--- config.mk ---
export PLATFORM = sky130hd
export DESIGN_NAME = seq_detect_scheduler
export DESIGN_NICKNAME = d
export VERILOG_FILES = /design/src/rtl/seq_sched_pkg.sv /design/src/rtl/rr_arbiter.sv /design/src/rtl/seq_detect_scheduler.sv
export SDC_FILE = /design/constraint.sdc
export NUM_CORES = 1
export LEC_CHECK = 0
export CELL_PAD_IN_SITES_DETAIL_PLACEMENT = 2
export CELL_PAD_IN_SITES_GLOBAL_PLACEMENT = 2
export CORE_ASPECT_RATIO = 1.5
export CORE_MARGIN = 2
export CORE_UTILIZATION = 34
export CTS_CLUSTER_DIAMETER = 80
export DETAILED_ROUTE_END_ITERATION = 7
export HOLD_SLACK_MARGIN = 0.12
export PLACE_DENSITY_LB_ADDON = 0.1
export SLEW_MARGIN = 5
export SYNTH_ARGS = -nofsm -noshare
export SYNTH_HDL_FRONTEND = slang
export SYNTH_SLANG_ARGS = --single-unit
export TNS_END_PERCENT = 30
--- constraint.sdc ---
create_clock -name clk -period 10.4 [get_ports clk]
set_clock_uncertainty 0.15 [all_clocks]
set_input_delay 2.08 -clock clk [delete_from_list [all_inputs] [get_ports clk]]
set_output_delay 2.08 -clock clk [all_outputs]
set_load 0.02 [all_outputs]
--- src/rtl/seq_sched_pkg.sv ---
// Shared types and the per-bit "1011" detector step used by seq_detect_scheduler.
//   ctx_t     : 2-bit detector context (S0 none, S1 "1", S2 "10", S3 "101")
//   step_t    : next context plus match flag returned by next_ctx
//   next_ctx  : pure transition function for one consumed bit
package seq_sched_pkg;

  localparam int NUM_LANES_DEF = 4;
  localparam int CNT_W_DEF     = 16;

  typedef enum logic [1:0] {
    S0 = 2'd0,
    S1 = 2'd1,
    S2 = 2'd2,
    S3 = 2'd3
  } ctx_t;

  typedef struct packed {
    ctx_t nxt;
    logic hit;
  } step_t;

  function automatic step_t next_ctx(input ctx_t cur, input logic b, input logic ovl);
    step_t r;
    r.nxt = S0;
    r.hit = 1'b0;
    case (cur)
      S0: r.nxt = b ? S1 : S0;
      S1: r.nxt = b ? S1 : S2;
      S2: r.nxt = b ? S3 : S0;
      S3: begin
        if (b) begin
          r.hit = 1'b1;
          // Overlapping mode keeps the trailing "1" as a fresh prefix.
          r.nxt = ovl ? S1 : S0;
        end else begin
          r.nxt = S2;
        end
      end
      default: r.nxt = S0;
    endcase
    return r;
  endfunction

endpackage

--- src/rtl/rr_arbiter.sv ---
// Round-robin arbiter with a registered search pointer.
//   clk, reset_n : clock, synchronous active-low reset (pointer -> 0)
//   req          : N request lines
//   adv          : move the pointer past the granted index on this edge
//   clr_mask     : force all grants low (pointer holds)
//   gnt          : one-hot grant, combinational
//   gnt_idx      : binary index of the grant (0 when no grant)
module rr_arbiter #(
  parameter  int N  = 4,
  localparam int IW = $clog2(N)
) (
  input  logic          clk,
  input  logic          reset_n,
  input  logic [N-1:0]  req,
  input  logic          adv,
  input  logic          clr_mask,
  output logic [N-1:0]  gnt,
  output logic [IW-1:0] gnt_idx
);

  logic [IW-1:0] ptr;
  logic [IW-1:0] j;
  logic          found;

  // Search upward from ptr with wrap; first requester wins.
  always_comb begin
    gnt     = '0;
    gnt_idx = '0;
    found   = 1'b0;
    j       = '0;
    for (int k = 0; k < N; k++) begin
      j = IW'((32'(ptr) + k) % N);
      if (!found && !clr_mask && req[j]) begin
        gnt[j]  = 1'b1;
        gnt_idx = j;
        found   = 1'b1;
      end
    end
  end

  always_ff @(posedge clk) begin
    if (!reset_n) begin
      ptr <= '0;
    end else if (adv && found) begin
      ptr <= (gnt_idx == IW'(N - 1)) ? '0 : gnt_idx + 1'b1;
    end
  end

endmodule

--- src/rtl/seq_detect_scheduler.sv ---
// Time-shared "1011" serial detector serving NUM_LANES bit lanes.
// One lane per cycle is granted round-robin; its saved context advances by
// the granted bit and a match is reported with the lane index.
//   clk, reset_n : clock, synchronous active-low reset
//   lane_valid   : per-lane bit available
//   lane_bit     : per-lane serial bit, used only for the granted lane
//   lane_en      : per-lane enable; a disabled lane is held in S0
//   overlap      : 1 = overlapping detection, 0 = non-overlapping
//   clear_ctx    : clear all contexts, suppress grants this cycle
//   lane_ready   : one-hot grant (combinational)
//   match_valid  : registered one-cycle match pulse
//   match_lane   : lane of the last match
//   match_count  : saturating total of matches
module seq_detect_scheduler
  import seq_sched_pkg::*;
#(
  parameter  int NUM_LANES = NUM_LANES_DEF,
  parameter  int CNT_W     = CNT_W_DEF,
  localparam int LANE_W    = $clog2(NUM_LANES)
) (
  input  logic                 clk,
  input  logic                 reset_n,
  input  logic [NUM_LANES-1:0] lane_valid,
  input  logic [NUM_LANES-1:0] lane_bit,
  input  logic [NUM_LANES-1:0] lane_en,
  input  logic                 overlap,
  input  logic                 clear_ctx,
  output logic [NUM_LANES-1:0] lane_ready,
  output logic                 match_valid,
  output logic [LANE_W-1:0]    match_lane,
  output logic [CNT_W-1:0]     match_count
);

  function automatic logic [CNT_W-1:0] sat_inc(input logic [CNT_W-1:0] v);
    return (&v) ? v : v + 1'b1;
  endfunction

  logic [NUM_LANES-1:0] req;
  logic [LANE_W-1:0]    gnt_idx;
  logic                 xfer;
  step_t                step;
  ctx_t                 ctx [NUM_LANES];

  // Reset also masks grants so nothing looks ready while reset_n is low.
  assign req  = lane_valid & lane_en;
  assign xfer = |lane_ready;

  rr_arbiter #(.N(NUM_LANES)) u_arb (
    .clk      (clk),
    .reset_n  (reset_n),
    .req      (req),
    .adv      (xfer),
    .clr_mask (clear_ctx | ~reset_n),
    .gnt      (lane_ready),
    .gnt_idx  (gnt_idx)
  );

  always_comb begin
    step = next_ctx(ctx[gnt_idx], lane_bit[gnt_idx], overlap);
  end

  // Stage boundary: context update and match outputs register on the consuming edge.
  always_ff @(posedge clk) begin
    if (!reset_n) begin
      for (int i = 0; i < NUM_LANES; i++) ctx[i] <= S0;
      match_valid <= 1'b0;
      match_lane  <= '0;
      match_count <= '0;
    end else begin
      match_valid <= 1'b0;
      for (int i = 0; i < NUM_LANES; i++) begin
        if (clear_ctx || !lane_en[i]) begin
          ctx[i] <= S0;
        end else if (lane_ready[i]) begin
          ctx[i] <= step.nxt;
        end
      end
      if (xfer && step.hit) begin
        match_valid <= 1'b1;
        match_lane  <= gnt_idx;
        match_count <= sat_inc(match_count);
      end
    end
  end

endmodule

==> results by group, run 1 <==
CTS
  • Inserted Clock Buffers: 5
  • Clk_lat worst skew: 0.27 ns
  • CTS Hold Buffers Added: 0
  • H-tree depth: 2
  • CTS tree: yes
  • Clock slew seen by the registers of the worst setup and hold paths: 0.06 ns
  • Sink Count: 29
  • Setup Fix Bufs, Post-CTS: 0
  • Root buffer selected by CTS: clkbuf_8
  • Clock buffer depth: 2
  • CTS resizes: 0

Worst setup path
  • Reg2Reg Depth: 9
  • CP delay by family, top: buffers and inverters
  • Max FO, Critical Path: 15
  • Levels on crit path: 8
  • Critical Path RT: 8.17 ns
  • Arr. time, crit path: 5.03 ns
  • Delay of the slowest critical-path stage: 0.81 ns
  • WP buf/inv: 4
  • CP Class: primary input to output pin
  • Worst setup EP type: output pin
  • Startpoint types: primary input
  • Slowest CP cell: clkdlybuf4s50_1
  • R2R setup slack: 5.72 ns
  • Critical path cell sequence: clkdlybuf4s50_1 -> inv_1 -> nor2_1 -> and3_4 -> a221o_2 -> a21oi_1 -> inv_1 -> clkdlybuf4s50_1

Routing
  • Drt wl/cell: 19.6 µm
  • 1st-pass router iterations: 4
  • Routed vias: 2133
  • DRC: 0
  • Final ANT Viol Nets: 0
  • Avg Vias per Cell: 5.89
  • Drt initial violations: 58
  • Post-Route WL: 7.11 mm

Timing
  • Worst-Margin Slew: 1.00 ns
  • F_max: 0.138 GHz
  • Fin. max-slew vios: 0
  • WHS: 0.318 ns
  • Final min period: 7.26 ns
  • RSZ-0062 raised after global routing: no
  • Period utilization: 69.8%
  • Worst slew margin: 32.8%
  • Setup TNS: 0 ns
  • Setup violations, final: 0
  • Final hold vios: 0
  • Post-route setup slack: 3.14 ns

Yosys
  • FF+latch count, synth: 29
  • Post-synthesis mux area share: 9.23%
  • Number of enable flip-flop cells after synthesis: 8
  • Seq/Total Area, Yosys: 30.4%
  • Main combinational cell family by area after synthesis: simple AND/OR/NAND/NOR gates
  • Async set-or-reset flop fraction in the synthesized netlist: 0%
  • Synth Flop Type: dfxtp_1
  • Area leader, netlist: dfxtp_1
  • Most frequent cell after synthesis: nand2_1
  • Synth Area in Adders: 5.77%
  • Synth Cell Area: 0.00217 mm²
  • Simple-Gate Fraction of Synth Area: 32.4%
  • Syn. warnings: 0
  • Complex-gate fraction of the synthesized area: 16.8%
  • Cell variety after synth: 49
  • Post-synth top area share: 19.4%
  • Area contributors post-synth: dfxtp_1, edfxtp_1, ha_1
  • Post-Synth XOR/XNOR Area: 0.404%
  • Synthesized instance count: 252
  • Mapped Avg Cell Area: 8.61 µm²
  • Commonest cells in the netlist: nand2_1, dfxtp_1, nand3_1, a21oi_1, nor2_1
  • Net count after synthesis: 278

Placement
  • Placed Cells: 355
  • Gpl congestion: 0.917
  • Dpl ws: 3.12 ns
  • DPL Wire Length: 5.84 mm
  • Port Buffer Count: 38

Outcome
  • Status: finished clean

Job
  • Max Cap Viol: 0

Global routing
  • Global route overflow: 0
  • Global-route wire length before repair: 11.8 mm
  • Antenna violations before repair: 0
  • Largest net degree at the start of global routing: 16
  • Total track usage: 21.2%
  • Vias in the first global route: 2320

Die
  • Die ar.: 0.00705 mm²
  • Core ar.: 0.00617 mm²
  • Initial core utilization: 35.1%
  • Rows: 35
  • Die height: 102 µm
  • Die width: 69.2 µm
  • I/O pin count: 39

Cells and area
  • Share of cells above drive strength 1: 7.64%
  • Sequential cell area: 661 µm²
  • Post-layout net count: 314
  • # fillers: 722
  • Fin cells: 362
  • Multi-input gate area: 0.00140 mm²
  • Syn-to-layout area delta: 23.1%
  • Diode count: 0

Power and ir drop
  • Power Dens Cells: 122 mW/mm²
  • Leakage: 0.00101 µW
  • Peak supply drop: 0.0419 mV

Min path
  • WHS Path Cells: 2
  • Worst hold path type: flop to flop
==> power breakdown <==
group | switching [µW] | total [µW] | internal, µW | leakage (µW)
sequential | 8.30 | 128 | 120 | 0.000263
clock | 41.4 | 93.8 | 52.4 | 0.0000443
combinational | 62.2 | 103 | 40.8 | 0.000700
==> layer usage <==
metal  up-vias  GRT usage, %  part of all wire (%)
met5         -             0                     0
met4         0          9.35                   2.9
met2        40          44.6                    59
li1       1011             -                     -
met3        15          1.97                   1.5
met1      1067          20.5                    37
==> sequential cells by signal (all words and copies together) (netlist names) <==
register     count
match_lane       2
u_arb.ptr        2
match_valid      1
match_count     16
ctx              8
==> worst min-delay path: stages (launching register included) <==
cell	delay (ns)
dfxtp_1	0.31
nand2_1	0.05
o21ai_0	0.06
==> kinds of logic (layout without fill, tap and decap cells) <==
group,count (synthesis),in the layout
buffers and inverters,22,58
adders and majority gates,10,10
muxes,13,13
xor gates and xnor gates,1,1
AOI/OAI and AO/OA,51,51
and+or+nand+nor,126,126
DFF,29,29
==> worst paths after layout <==
kind                 start            end
max reg2reg   u_arb.ptr[0]      ctx[3][0]
min          match_lane[0]  match_lane[0]
max                reset_n  lane_ready[1]
min reg2reg  match_lane[0]  match_lane[0]
==> layout by cell type (no fill, tap or decap), types with 6 or more instances in the layout <==
cell,count
clkdlybuf4s50_1,38
nand2_1,30
nand3_1,21
dfxtp_1,21
a21oi_1,18
nor2_1,15
inv_1,13
ha_1,10
o21ai_0,9
nand2b_1,8
and3_1,8
mux2i_1,8
edfxtp_1,8
and2_1,7
nor4b_1,7
nor3_1,6
clkbuf_8,6
==> cell type report <==
cell class / count / area share (%)
inverter: 13 / 1.83
timing repair buffer: 38 / 14.2
multi-input combinational: 201 / 52.5
clock buffer: 7 / 3.23
tap: 74 / 3.47
sequential: 29 / 24.7
==> metrics by stage <==
step | power [µW] | utilization (%) | instance area (µm²)
CTS | 329 | 43.2 | 2670
global route | 341 | 43.2 | 2670
finish | 325 | 43.2 | 2670
detailed placement | 235 | 41.8 | 2580
floorplan | 200 | - | 2170
global placement | 231 | 41.8 | 2580
Note: power is estimated with default switching activity, not from simulation.
==> run 2, diff against run 1 <==
--- a/config.mk
+++ b/config.mk
@@ -9,7 +9,7 @@
 export CELL_PAD_IN_SITES_GLOBAL_PLACEMENT = 2
 export CORE_ASPECT_RATIO = 1.5
 export CORE_MARGIN = 2
-export CORE_UTILIZATION = 34
+export CORE_UTILIZATION = 28
 export CTS_CLUSTER_DIAMETER = 80
 export DETAILED_ROUTE_END_ITERATION = 7
 export HOLD_SLACK_MARGIN = 0.12
==> constraint.sdc (replaced) <==
create_clock -name clk -period 6 [get_ports clk]
set_clock_uncertainty 0.15 [all_clocks]
set_input_delay 1.2 -clock clk [delete_from_list [all_inputs] [get_ports clk]]
set_output_delay 1.2 -clock clk [all_outputs]
set_load 0.02 [all_outputs]
==> run 2 against run 1 <==
Net effect:
- critical path depth unchanged
- sequential power increased by 67%
- die area increased by 20%
- non-clock buffer count increased by 3
- largest power group is now clock
- worst hold slack got worse by 0.0034 ns
- sequential cell count unchanged
==> results by group, run 2 (synthesis gave the netlist of run 1 again) <==
Outcome
  • Status: finished clean

Power and ir drop
  • Internal power: 447 µW
  • Logic pwr share: 29.0%
  • Peak supply drop: 0.0997 mV
  • Switching power: 207 µW
  • Clock Power Share: 38.2%
  • Leakage: 0.00105 µW
  • Power Dens Cells: 234 mW/mm²
  • Sw Share: 31.6%
  • Sequential power share: 32.8%

Timing
  • Worst-Margin Slew: 1.06 ns
  • RSZ-0062 raised after global routing: no
  • Fin. max-slew vios: 0
  • F_max: 0.187 GHz
  • Final min period: 5.35 ns
  • Setup violations, final: 0
  • Setup TNS: 0 ns
  • Final hold vios: 0
  • Period utilization: 89.2%
  • Worst slew margin: 29.0%

Routing
  • Drt wl/cell: 18.4 µm
  • Avg Vias per Cell: 5.39
  • Final ANT Viol Nets: 0
  • Routed vias: 2123
  • Post-Route WL: 7.27 mm
  • DRC: 0
  • 1st-pass router iterations: 4
  • Drt initial violations: 43

Cells and area
  • Multi-input gate area: 0.00140 mm²
  • Post-layout net count: 317
  • Max reg flops: 16
  • Largest reg by FF count: match_count
  • Most common cell after layout, fill and taps aside: clkdlybuf4s50_1
  • Diode count: 0
  • Syn-to-layout area delta: 28.5%
  • Most frequent cells in the layout: clkdlybuf4s50_1, nand2_1, nand3_1, dfxtp_1, a21oi_1
  • Sequential cell area: 661 µm²
  • Largest registers: match_count x16, ctx x8
  • Fin cells: 394
  • # fillers: 879
  • Share of cells above drive strength 1: 8.56%

Global routing
  • Total track usage: 18.4%
  • Vias in the first global route: 2365
  • Antenna violations before repair: 0
  • Global route overflow: 0
  • Global-route wire length before repair: 11.7 mm
  • Largest net degree at the start of global routing: 16

Placement
  • DPL Wire Length: 5.90 mm
  • Placed Cells: 386
  • Gpl congestion: 0.783
  • Port Buffer Count: 38

Worst setup path
  • Arr. time, crit path: 4.00 ns
  • Levels on crit path: 8
  • R2R setup slack: 1.59 ns
  • CP Class: primary input to output pin
  • Startpoint types: primary input
  • Max FO, Critical Path: 7
  • CP delay by family, top: buffers and inverters
  • WP buf/inv: 3
  • Worst setup EP type: output pin
  • Critical Path RT: 4.65 ns
  • Critical path cell sequence: clkdlybuf4s50_1 -> nand2_2 -> mux4_2 -> and3_4 -> a221o_2 -> a21oi_1 -> inv_1 -> clkdlybuf4s50_1
  • Setup crit start: lane_en[3]
  • Worst reg2reg endpoint: match_count[12]
  • Delay of the slowest critical-path stage: 0.61 ns
  • Worst setup endpoint: lane_ready[3]
  • Worst R2R Start: u_arb.ptr[1]
  • Most frequent CP cell: clkdlybuf4s50_1
  • Reg2Reg Depth: 11
  • Slowest CP cell: clkdlybuf4s50_1

CTS
  • Inserted Clock Buffers: 5
  • H-tree depth: 2
  • Setup Fix Bufs, Post-CTS: 0
  • Clock buffer depth: 2
  • Root buffer selected by CTS: clkbuf_16
  • Clk_lat worst skew: 0.27 ns
  • CTS resizes: 0
  • CTS Hold Buffers Added: 0
  • CTS tree: yes
  • Clock slew seen by the registers of the worst setup and hold paths: 0.05 ns
  • Sink Count: 29

Die
  • Die width: 75.9 µm
  • Initial core utilization: 28.7%
  • Rows: 39
  • Die height: 112 µm
  • Die ar.: 0.00848 mm²
  • I/O pin count: 39
  • Core ar.: 0.00756 mm²

Min path
  • WHS Path Cells: 2
  • Worst hold path type: flop to flop

Job
  • Max Cap Viol: 0
## run 2: worst register-to-register path, cell delays in order, from the launching register on
cell	delay, ns
dfxtp_1	0.54
inv_1	0.23
ha_1	0.50
mux4_2	0.60
and3_4	0.20
a311oi_2	0.33
or2_1	0.33
a211oi_2	0.14
or3_4	0.49
inv_1	0.40
a41oi_1	0.18
a211oi_1	0.25
## run 2: through the flow
| stage | hold slack (ns) | setup WS (ns) | power, µW | instance area (µm²) | utilization, % |
|---|---|---|---|---|---|
| final | 0.315 | 0.650 | 653 | 2790 | 36.9 |
| after global routing | 0.366 | 0.503 | 687 | 2790 | 36.9 |
| after CTS | 0.320 | 0.640 | 662 | 2790 | 36.9 |
| after detailed placement | 0.314 | 0.643 | 410 | 2640 | 34.9 |
| after global placement | 0.302 | 0.733 | 409 | 2640 | 34.9 |
| after floorplan | 0.383 | 1.93 | 346 | 2170 | - |
## run 2: final cells by class
class	count	share of cell area [%]
clock buffer	8	5.25
sequential	29	23.7
tap	102	4.58
multi-input combinational	201	50.3
timing repair buffer	41	14.5
inverter	13	1.75
## run 2: worst min-delay path by stage
stage             startpoint             to
2_1_floorplan  match_lane[0]  match_lane[0]
3_3_place_gp   match_lane[0]  match_lane[0]
3_5_place_dp   match_lane[0]  match_lane[0]
4_1_cts        match_lane[0]  match_lane[0]
5_1_grt        match_lane[0]  match_lane[0]
6_report       match_lane[0]  match_lane[0]
## run 2: power by group through the flow
stage,combinational (µW),clock [µW],sequential (µW)
2_1_floorplan,127,0,219
3_3_place_gp,191,0,218
3_5_place_dp,192,0,218
4_1_cts,193,255,214
5_1_grt,208,264,215
6_report,190,249,214
## run 2: routing by layer
metal | share of wire, % | GRT usage [%]
met2 | 60 | 36.6
met5 | 0 | 0
met1 | 35 | 17.8
met4 | 2.7 | 7.25
met3 | 1.9 | 1.81
